[src/rtl/mhp_pkg.sv]
// mhp_pkg: shared definitions for the MHP TX framer.
//   - state_e     : framer FSM state encoding
//   - hdr_t       : latched header fields
//   - HDR_LEN     : number of header bytes on the wire (7)
//   - OFF_*       : position of each header byte inside the header
//   - SCS_W       : width of the simple checksum
//   - hdr_byte()  : selects header byte N from a latched header
package mhp_pkg;

  typedef enum logic [2:0] {
    ST_IDLE = 3'd0,
    ST_HDR  = 3'd1,
    ST_PAY  = 3'd2,
    ST_SCS1 = 3'd3,
    ST_SCS2 = 3'd4,
    ST_FIN  = 3'd5
  } state_e;

  localparam int HDR_LEN = 7;
  localparam int SCS_W   = 16;

  localparam logic [2:0] OFF_DST_HI  = 3'd0;
  localparam logic [2:0] OFF_DST_LO  = 3'd1;
  localparam logic [2:0] OFF_SRC_HI  = 3'd2;
  localparam logic [2:0] OFF_SRC_LO  = 3'd3;
  localparam logic [2:0] OFF_SIZE_HI = 3'd4;
  localparam logic [2:0] OFF_SIZE_LO = 3'd5;
  localparam logic [2:0] OFF_TYPE    = 3'd6;

  typedef struct packed {
    logic [15:0] dst;
    logic [15:0] src;
    logic [15:0] size;
    logic        dir;
    logic [6:0]  dtype;
  } hdr_t;

  function automatic logic [7:0] hdr_byte(input hdr_t h, input logic [2:0] idx);
    logic [7:0] b;
    case (idx)
      OFF_DST_HI:  b = h.dst[15:8];
      OFF_DST_LO:  b = h.dst[7:0];
      OFF_SRC_HI:  b = h.src[15:8];
      OFF_SRC_LO:  b = h.src[7:0];
      OFF_SIZE_HI: b = h.size[15:8];
      OFF_SIZE_LO: b = h.size[7:0];
      OFF_TYPE:    b = {h.dir, h.dtype};
      default:     b = 8'h00;
    endcase
    return b;
  endfunction

endpackage

[src/rtl/mhp_scs_acc.sv]
// mhp_scs_acc: 16-bit wrap-around byte-sum accumulator.
//   i_clk, i_rst_n : clock, asynchronous active-low reset
//   i_clr          : restart the sum (if i_add is also high the sum restarts at i_din)
//   i_add          : add the zero-extended i_din to the sum
//   i_din [7:0]    : byte to accumulate
//   o_sum [15:0]   : current sum
module mhp_scs_acc
  import mhp_pkg::*;
(
  input  logic             i_clk,
  input  logic             i_rst_n,
  input  logic             i_clr,
  input  logic             i_add,
  input  logic [7:0]       i_din,
  output logic [SCS_W-1:0] o_sum
);

  logic [SCS_W-1:0] sum_q;
  logic [SCS_W-1:0] sum_d;
  logic [SCS_W-1:0] din_ext;

  assign din_ext = {{(SCS_W-8){1'b0}}, i_din};

  // Clear and add together lets the first header byte be summed in the
  // same cycle the frame is accepted.
  always_comb begin
    sum_d = sum_q;
    if (i_clr) begin
      sum_d = i_add ? din_ext : '0;
    end else if (i_add) begin
      sum_d = sum_q + din_ext;
    end
  end

  always_ff @(posedge i_clk or negedge i_rst_n) begin
    if (!i_rst_n) begin
      sum_q <= '0;
    end else begin
      sum_q <= sum_d;
    end
  end

  assign o_sum = sum_q;

endmodule

[src/rtl/mhp_tx_framer.sv]
// mhp_tx_framer: builds one MHP frame per accepted start request:
//   DST(2) SRC(2) SIZE(2) {dir,dtype}(1) payload(SIZE) SCS(2), MSB first.
// Ports:
//   i_clk, i_rst_n              : clock, asynchronous active-low reset
//   i_start                     : one-cycle frame request (ignored while busy)
//   i_dst/i_src/i_size/i_dir/i_dtype : header fields, sampled with i_start
//   i_pdata/i_pvalid/o_pready   : payload byte stream in
//   o_wdata/o_wvalid/i_wready   : frame byte stream out
//   o_busy/o_done/o_err         : frame in progress / end pulse / reject pulse
//   o_dbg_state                 : current FSM state (mhp_pkg::state_e)
// Handshake: a byte moves on a port in exactly the cycles where its valid
// and ready are both high. o_wvalid/o_wdata are registered and hold while
// i_wready is low; the register reloads whenever it is empty or draining,
// so a ready sink sees one byte per cycle with no bubbles.
module mhp_tx_framer
  import mhp_pkg::*;
#(
  parameter int MAX_SIZE = 1500
) (
  input  logic        i_clk,
  input  logic        i_rst_n,
  input  logic        i_start,
  input  logic [15:0] i_dst,
  input  logic [15:0] i_src,
  input  logic [15:0] i_size,
  input  logic        i_dir,
  input  logic [6:0]  i_dtype,
  input  logic [7:0]  i_pdata,
  input  logic        i_pvalid,
  output logic        o_pready,
  output logic [7:0]  o_wdata,
  output logic        o_wvalid,
  input  logic        i_wready,
  output logic        o_busy,
  output logic        o_done,
  output logic        o_err,
  output logic [2:0]  o_dbg_state
);

  state_e      state_q, state_d;
  hdr_t        hdr_q, hdr_d, hdr_in;
  logic [2:0]  idx_q, idx_d;
  logic [15:0] cnt_q, cnt_d;
  logic [7:0]  wdata_q, wdata_d;
  logic        wvalid_q, wvalid_d;
  logic        busy_q, busy_d;
  logic        done_q, done_d;
  logic        err_q, err_d;

  logic             load_en;
  logic             start_ok;
  logic             start_bad;
  logic             last_hdr;
  logic             last_pay;
  logic             acc_clr;
  logic             acc_add;
  logic [7:0]       acc_din;
  logic [SCS_W-1:0] acc_sum;

  assign hdr_in    = '{dst: i_dst, src: i_src, size: i_size, dir: i_dir, dtype: i_dtype};
  assign load_en   = !wvalid_q || i_wready;
  assign start_ok  = i_start && (i_size <= 16'(MAX_SIZE));
  assign start_bad = i_start && (i_size >  16'(MAX_SIZE));
  assign last_hdr  = (idx_q == 3'(HDR_LEN - 1));
  // A zero-size frame never enters PAY, but the guard keeps size-1 from
  // underflowing into a bogus match.
  assign last_pay  = (hdr_q.size != 16'd0) && (cnt_q == hdr_q.size - 16'd1);

  mhp_scs_acc u_scs_acc (
    .i_clk   (i_clk),
    .i_rst_n (i_rst_n),
    .i_clr   (acc_clr),
    .i_add   (acc_add),
    .i_din   (acc_din),
    .o_sum   (acc_sum)
  );

  // State register
  always_ff @(posedge i_clk or negedge i_rst_n) begin
    if (!i_rst_n) begin
      state_q <= ST_IDLE;
    end else begin
      state_q <= state_d;
    end
  end

  // Next-state logic
  always_comb begin
    state_d = state_q;
    case (state_q)
      ST_IDLE: if (start_ok) state_d = ST_HDR;
      ST_HDR:  if (load_en && last_hdr) state_d = (hdr_q.size != 16'd0) ? ST_PAY : ST_SCS1;
      ST_PAY:  if (load_en && i_pvalid && last_pay) state_d = ST_SCS1;
      ST_SCS1: if (load_en) state_d = ST_SCS2;
      ST_SCS2: if (load_en) state_d = ST_FIN;
      ST_FIN:  if (wvalid_q && i_wready) state_d = ST_IDLE;
      default: state_d = ST_IDLE;
    endcase
  end

  // Output / datapath next-value logic
  always_comb begin
    hdr_d    = hdr_q;
    idx_d    = idx_q;
    cnt_d    = cnt_q;
    wdata_d  = wdata_q;
    wvalid_d = wvalid_q;
    busy_d   = busy_q;
    done_d   = 1'b0;
    err_d    = 1'b0;
    acc_clr  = 1'b0;
    acc_add  = 1'b0;
    acc_din  = 8'h00;
    o_pready = 1'b0;
    case (state_q)
      ST_IDLE: begin
        if (start_ok) begin
          // Header byte 0 goes straight into the output register so it is
          // visible the cycle after the start request; HDR continues at 1.
          hdr_d    = hdr_in;
          idx_d    = 3'd1;
          cnt_d    = 16'd0;
          wdata_d  = i_dst[15:8];
          wvalid_d = 1'b1;
          busy_d   = 1'b1;
          acc_clr  = 1'b1;
          acc_add  = 1'b1;
          acc_din  = i_dst[15:8];
        end else if (start_bad) begin
          err_d = 1'b1;
        end
      end
      ST_HDR: begin
        if (load_en) begin
          wdata_d  = hdr_byte(hdr_q, idx_q);
          wvalid_d = 1'b1;
          acc_add  = 1'b1;
          acc_din  = hdr_byte(hdr_q, idx_q);
          idx_d    = idx_q + 3'd1;
        end
      end
      ST_PAY: begin
        o_pready = load_en;
        if (load_en) begin
          if (i_pvalid) begin
            wdata_d  = i_pdata;
            wvalid_d = 1'b1;
            acc_add  = 1'b1;
            acc_din  = i_pdata;
            cnt_d    = cnt_q + 16'd1;
          end else begin
            // Producer starved: let the held byte drain and show no data.
            wvalid_d = 1'b0;
          end
        end
      end
      ST_SCS1: begin
        if (load_en) begin
          wdata_d  = acc_sum[15:8];
          wvalid_d = 1'b1;
        end
      end
      ST_SCS2: begin
        if (load_en) begin
          wdata_d  = acc_sum[7:0];
          wvalid_d = 1'b1;
        end
      end
      ST_FIN: begin
        if (wvalid_q && i_wready) begin
          wvalid_d = 1'b0;
          busy_d   = 1'b0;
          done_d   = 1'b1;
        end
      end
      default: begin
        wvalid_d = 1'b0;
        busy_d   = 1'b0;
      end
    endcase
  end

  // Datapath registers
  always_ff @(posedge i_clk or negedge i_rst_n) begin
    if (!i_rst_n) begin
      hdr_q    <= '0;
      idx_q    <= 3'd0;
      cnt_q    <= 16'd0;
      wdata_q  <= 8'h00;
      wvalid_q <= 1'b0;
      busy_q   <= 1'b0;
      done_q   <= 1'b0;
      err_q    <= 1'b0;
    end else begin
      hdr_q    <= hdr_d;
      idx_q    <= idx_d;
      cnt_q    <= cnt_d;
      wdata_q  <= wdata_d;
      wvalid_q <= wvalid_d;
      busy_q   <= busy_d;
      done_q   <= done_d;
      err_q    <= err_d;
    end
  end

  assign o_wdata     = wdata_q;
  assign o_wvalid    = wvalid_q;
  assign o_busy      = busy_q;
  assign o_done      = done_q;
  assign o_err       = err_q;
  assign o_dbg_state = state_q;

endmodule

[config.mk]
export PLATFORM = sky130hd
export DESIGN_NAME = mhp_tx_framer
export DESIGN_NICKNAME = d
export VERILOG_FILES = /design/src/rtl/mhp_pkg.sv /design/src/rtl/mhp_scs_acc.sv /design/src/rtl/mhp_tx_framer.sv
export SDC_FILE = /design/constraint.sdc
export NUM_CORES = 1
export LEC_CHECK = 0
export CAP_MARGIN = 5
export CORE_ASPECT_RATIO = 0.6
export CORE_MARGIN = 2
export CORE_UTILIZATION = 30
export CTS_CLUSTER_SIZE = 28
export DETAILED_ROUTE_END_ITERATION = 8
export DONT_BUFFER_PORTS = 1
export MAX_ROUTING_LAYER = met4
export PLACE_DENSITY = 0.53
export SYNTH_ARGS = -nofsm -noshare
export SYNTH_HDL_FRONTEND = slang
export SYNTH_SLANG_ARGS = --single-unit
[constraint.sdc]
create_clock -name i_clk -period 8.2 [get_ports i_clk]
set_clock_uncertainty 0.1 [all_clocks]
set_input_delay 1.64 -clock i_clk [delete_from_list [all_inputs] [get_ports i_clk]]
set_output_delay 1.64 -clock i_clk [all_outputs]
set_load 0.005 [all_outputs]
==> key figures <==
Status
  – Run status: finished clean

Worst setup path
  – Most numerous cell on the critical path: sky130_fd_sc_hd__nand2_1
  – Cell-by-cell listing of the critical path: o2111a_1 -> o311ai_1 -> and4_2 -> buf_4 -> nand2_1 -> nand2_1 -> ha_1 -> o21ai_0 -> a21oi_1 -> o41ai_1 -> nand3b_1 -> xor2_1 -> nor2_1
  – Number of buffers and inverters on the critical path: 1
  – Crit path DAT: 5560 ps
  – Kind of critical path: in -> reg
  – Critical Path Sink Type: flop
  – Endpoint required time on the critical path: 8320 ps
  – Critical path peak fanout: 53
  – Critical path launch point: i_size[0]
  – Maximum cell stage delay along the critical path: 640 ps
  – Critical path launch point type: input pin
  – Reg-to-Reg Start: o_dbg_state[0]
  – Cell family with the largest share of critical-path delay: compound AO/OA/AOI/OAI gates
  – Highest-delay cell along the critical path: sky130_fd_sc_hd__and4_2

Synthesis
  – Biggest area consumer among synthesized cells: sky130_fd_sc_hd__dfrtp_1
  – Primary flip-flop cell chosen by synthesis mapping: sky130_fd_sc_hd__dfrtp_1
  – Ys Warns: 0
  – Post-Synthesis Cell Area: about 6300 µm²
  – Mean instance size in the synthesized netlist: 8.57 µm²
  – Post-synthesis net count: 815
  – Top cells by area, synth: sky130_fd_sc_hd__dfrtp_1 (42%), sky130_fd_sc_hd__nand2_1 (11%), sky130_fd_sc_hd__xor2_1 (3.9%)
  – Number of enable-type register cells in the synthesized netlist: 0
  – Distinct cell type count after synthesis: between 60 and 70
  – #FFs+latches synth: 106
  – Share of flip-flops with an asynchronous set or reset after synthesis: 1.00
  – Ranking of synthesized cells by instance count: sky130_fd_sc_hd__nand2_1 (181), sky130_fd_sc_hd__dfrtp_1 (106), sky130_fd_sc_hd__nor2_1 (60)
  – Register area share after synthesis: 0.424
  – Cell with the most instances after synthesis: sky130_fd_sc_hd__nand2_1
  – Number of standard cells after synthesis: 730
  – Fraction of post-synthesis cell area in the top cell type by area: 0.424

Clocking
  – Clock tree sinks: about 110
  – Post-CTS setup-driven buffer insertion count: 0
  – Clock root buffer master: sky130_fd_sc_hd__clkbuf_16
  – CTS resizes: 0
  – Later-pin clock latency in the skew report: 360 ps
  – CTS tree: yes
  – Number of CTS-inserted buffers: 9
  – Level count of the clock H-tree: 3
  – Buffers from clock root to sink, at most: 2
  – Hold buffer count at cts: 0
  – Clk pin slew, worst setup/hold paths: roughly 80 ps

GRT
  – Global routing usage summed across all routing layers: 0.185
  – Antenna violations before repair: 0
  – Maximum number of pins on one net before global-route repair: 107
  – First-pass GRT wire length: 29,900 µm
  – Remaining global-route overflow: 0
  – Number of global-route vias before repair: 4,891

Route
  – Routed Antenna Nets: 0
  – Post-DR vias/cell: 5.30
  – First-iteration detailed-routing DRC count: 488
  – Residual DRC count: 0
  – Count of vias placed by the detailed router: 5,214
  – Post-DR wirelength/cell: between 15 and 20 µm
  – Total wire length: between 15,000 and 20,000 µm
  – Number of iterations in the first detailed-routing pass: 9

Floorplanning
  – Placeable core region: 20,200 µm²
  – Site row count: 40
  – Width of the die: roughly 190 µm
  – Top-level port count: 85
  – Initial core utilization: 0.309
  – Chip Height: 116 µm
  – Die Area: 22,100 µm²

Timing
  – Unrepaired setup endpoints after global routing: no
  – Final critical path time including I/O delays and setup: 5430 ps
  – Final hold slack: roughly 370 ps
  – Sum of negative setup slack: 0 ps
  – Relative max-transition margin: 0.335
  – Final-report max-slew violation count: 0
  – Peak Freq: ~180 MHz
  – Count of endpoints failing setup in the final report: 0
  – Tightest Pin Transition: 995 ps
  – Final clock period utilization by the worst path: 0.663
  – Number of hold-slack violations in the final timing report: 0

Placed design
  – Post-placement cell count: 967
  – Post-detail-place hpwl: 13,900 µm
  – Placed cell areas: 6480 µm²
  – Gp weighted congestion: 0.892
  – Count of buffers from port buffering: 0

Flow run
  – Max-capacitance violation count: 0

Final layout
  – Fraction of final layout cells with drive strength greater than 1: 0.0634
  – Count of nets after finishing: 790
  – Count of inserted antenna diode cells: 0
  – Final instance area: 6820 µm²
  – Fill count: roughly 2,200
  – Syn-to-layout area delta: 8.98%
  – Fin cells: 983

Hold path
  – Hold Crit Start: hdr_q[7]
  – Tightest Hold Check Type: reg -> reg

Power and ir drop
  – Total leakage power: 3.20 nW
  – VDD IR-drop max: 0.000118 V
  – Total power after layout: 2.08 mW
  – Power density over cell area: 305 nW/µm²
tightest hold or removal path: stages (launching register included):
cell                      delay (ps)
sky130_fd_sc_hd__dfrtp_1         340
sky130_fd_sc_hd__nand2_1          50
sky130_fd_sc_hd__nand2_1          50
path summary, 6_finish.rpt:
check	to	slack, ps	cells after the start
min reg2reg	hdr_q[7]	370	2
max in group asynchronous	u_scs_acc.o_sum[6]	6960	0
max	u_scs_acc.o_sum[12]	2770	13
min	hdr_q[7]	370	2
min in group asynchronous	o_dbg_state[2]	870	0
max reg2reg	u_scs_acc.o_sum[12]	3270	13
registers in the layout, indices dropped and copies added, names as in the netlist:
register,cells
hdr_q,56
cnt_q,16
u_scs_acc.o_sum,16
o_wdata,8
idx_q,3
o_dbg_state,3
o_busy,1
o_done,1
o_err,1
o_wvalid,1
placed cells by master (no fill, tap or decap), types with 9 or more instances in the layout:
master	n
sky130_fd_sc_hd__dfrtp_1	106
sky130_fd_sc_hd__nor2_1	60
sky130_fd_sc_hd__nand2_1	181
sky130_fd_sc_hd__a211oi_1	9
sky130_fd_sc_hd__a31oi_1	11
sky130_fd_sc_hd__and3_1	9
sky130_fd_sc_hd__o21ai_0	35
sky130_fd_sc_hd__o211ai_1	10
sky130_fd_sc_hd__ha_1	15
sky130_fd_sc_hd__xor2_1	28
sky130_fd_sc_hd__a21oi_1	28
sky130_fd_sc_hd__nor3_1	10
sky130_fd_sc_hd__xnor2_1	20
sky130_fd_sc_hd__a22oi_1	15
sky130_fd_sc_hd__clkbuf_16	9
sky130_fd_sc_hd__inv_1	12
sky130_fd_sc_hd__mux2_2	10
sky130_fd_sc_hd__nand3_1	17
stage by stage:
stage               worst slack (ps)   util
floorplan                       3550      -
global placement                2550  0.320
detailed placement              2420  0.320
CTS                             2790  0.337
global route                    2430  0.337
finish                          2770  0.337
routing by layer:
metal	vias to the layer above	wire, µm	global-route usage
li1	2508	-	-
met2	151	7500	0.238
met3	9	1350	0.0536
met4	0	113	0.0284
met5	-	0	-
met1	2546	9990	0.283
cell type report:
type	count	area, µm²	area share
clock buffers	10	239	0.0351
clock inverters	6	96.3	0.0141
inverters	14	52.6	0.00771
multi-input cells	567	3380	0.496
flip-flops and latches	106	2650	0.389
well taps	273	342	0.0501
repair buffers	7	52.6	0.00771
logic make-up after synthesis:
logic type / Yosys count / synth area share
flops: 106 / 0.424
buf+inv: 57 / 0.0354
fa+ha+maj: 16 / 0.0332
mux: 17 / 0.0292
compound gates: 159 / 0.174
xor+xnor: 48 / 0.0672
simple gates: 327 / 0.237
report_power, final:
group,leakage (nW),internal (mW),switching (mW)
Clock,0.162,0.281,0.212
Sequential,1.41,0.643,0.147
Combinational,1.63,0.306,0.489
Total,3.20,1.23,0.847
Note: power is estimated with default switching activity, not from simulation.
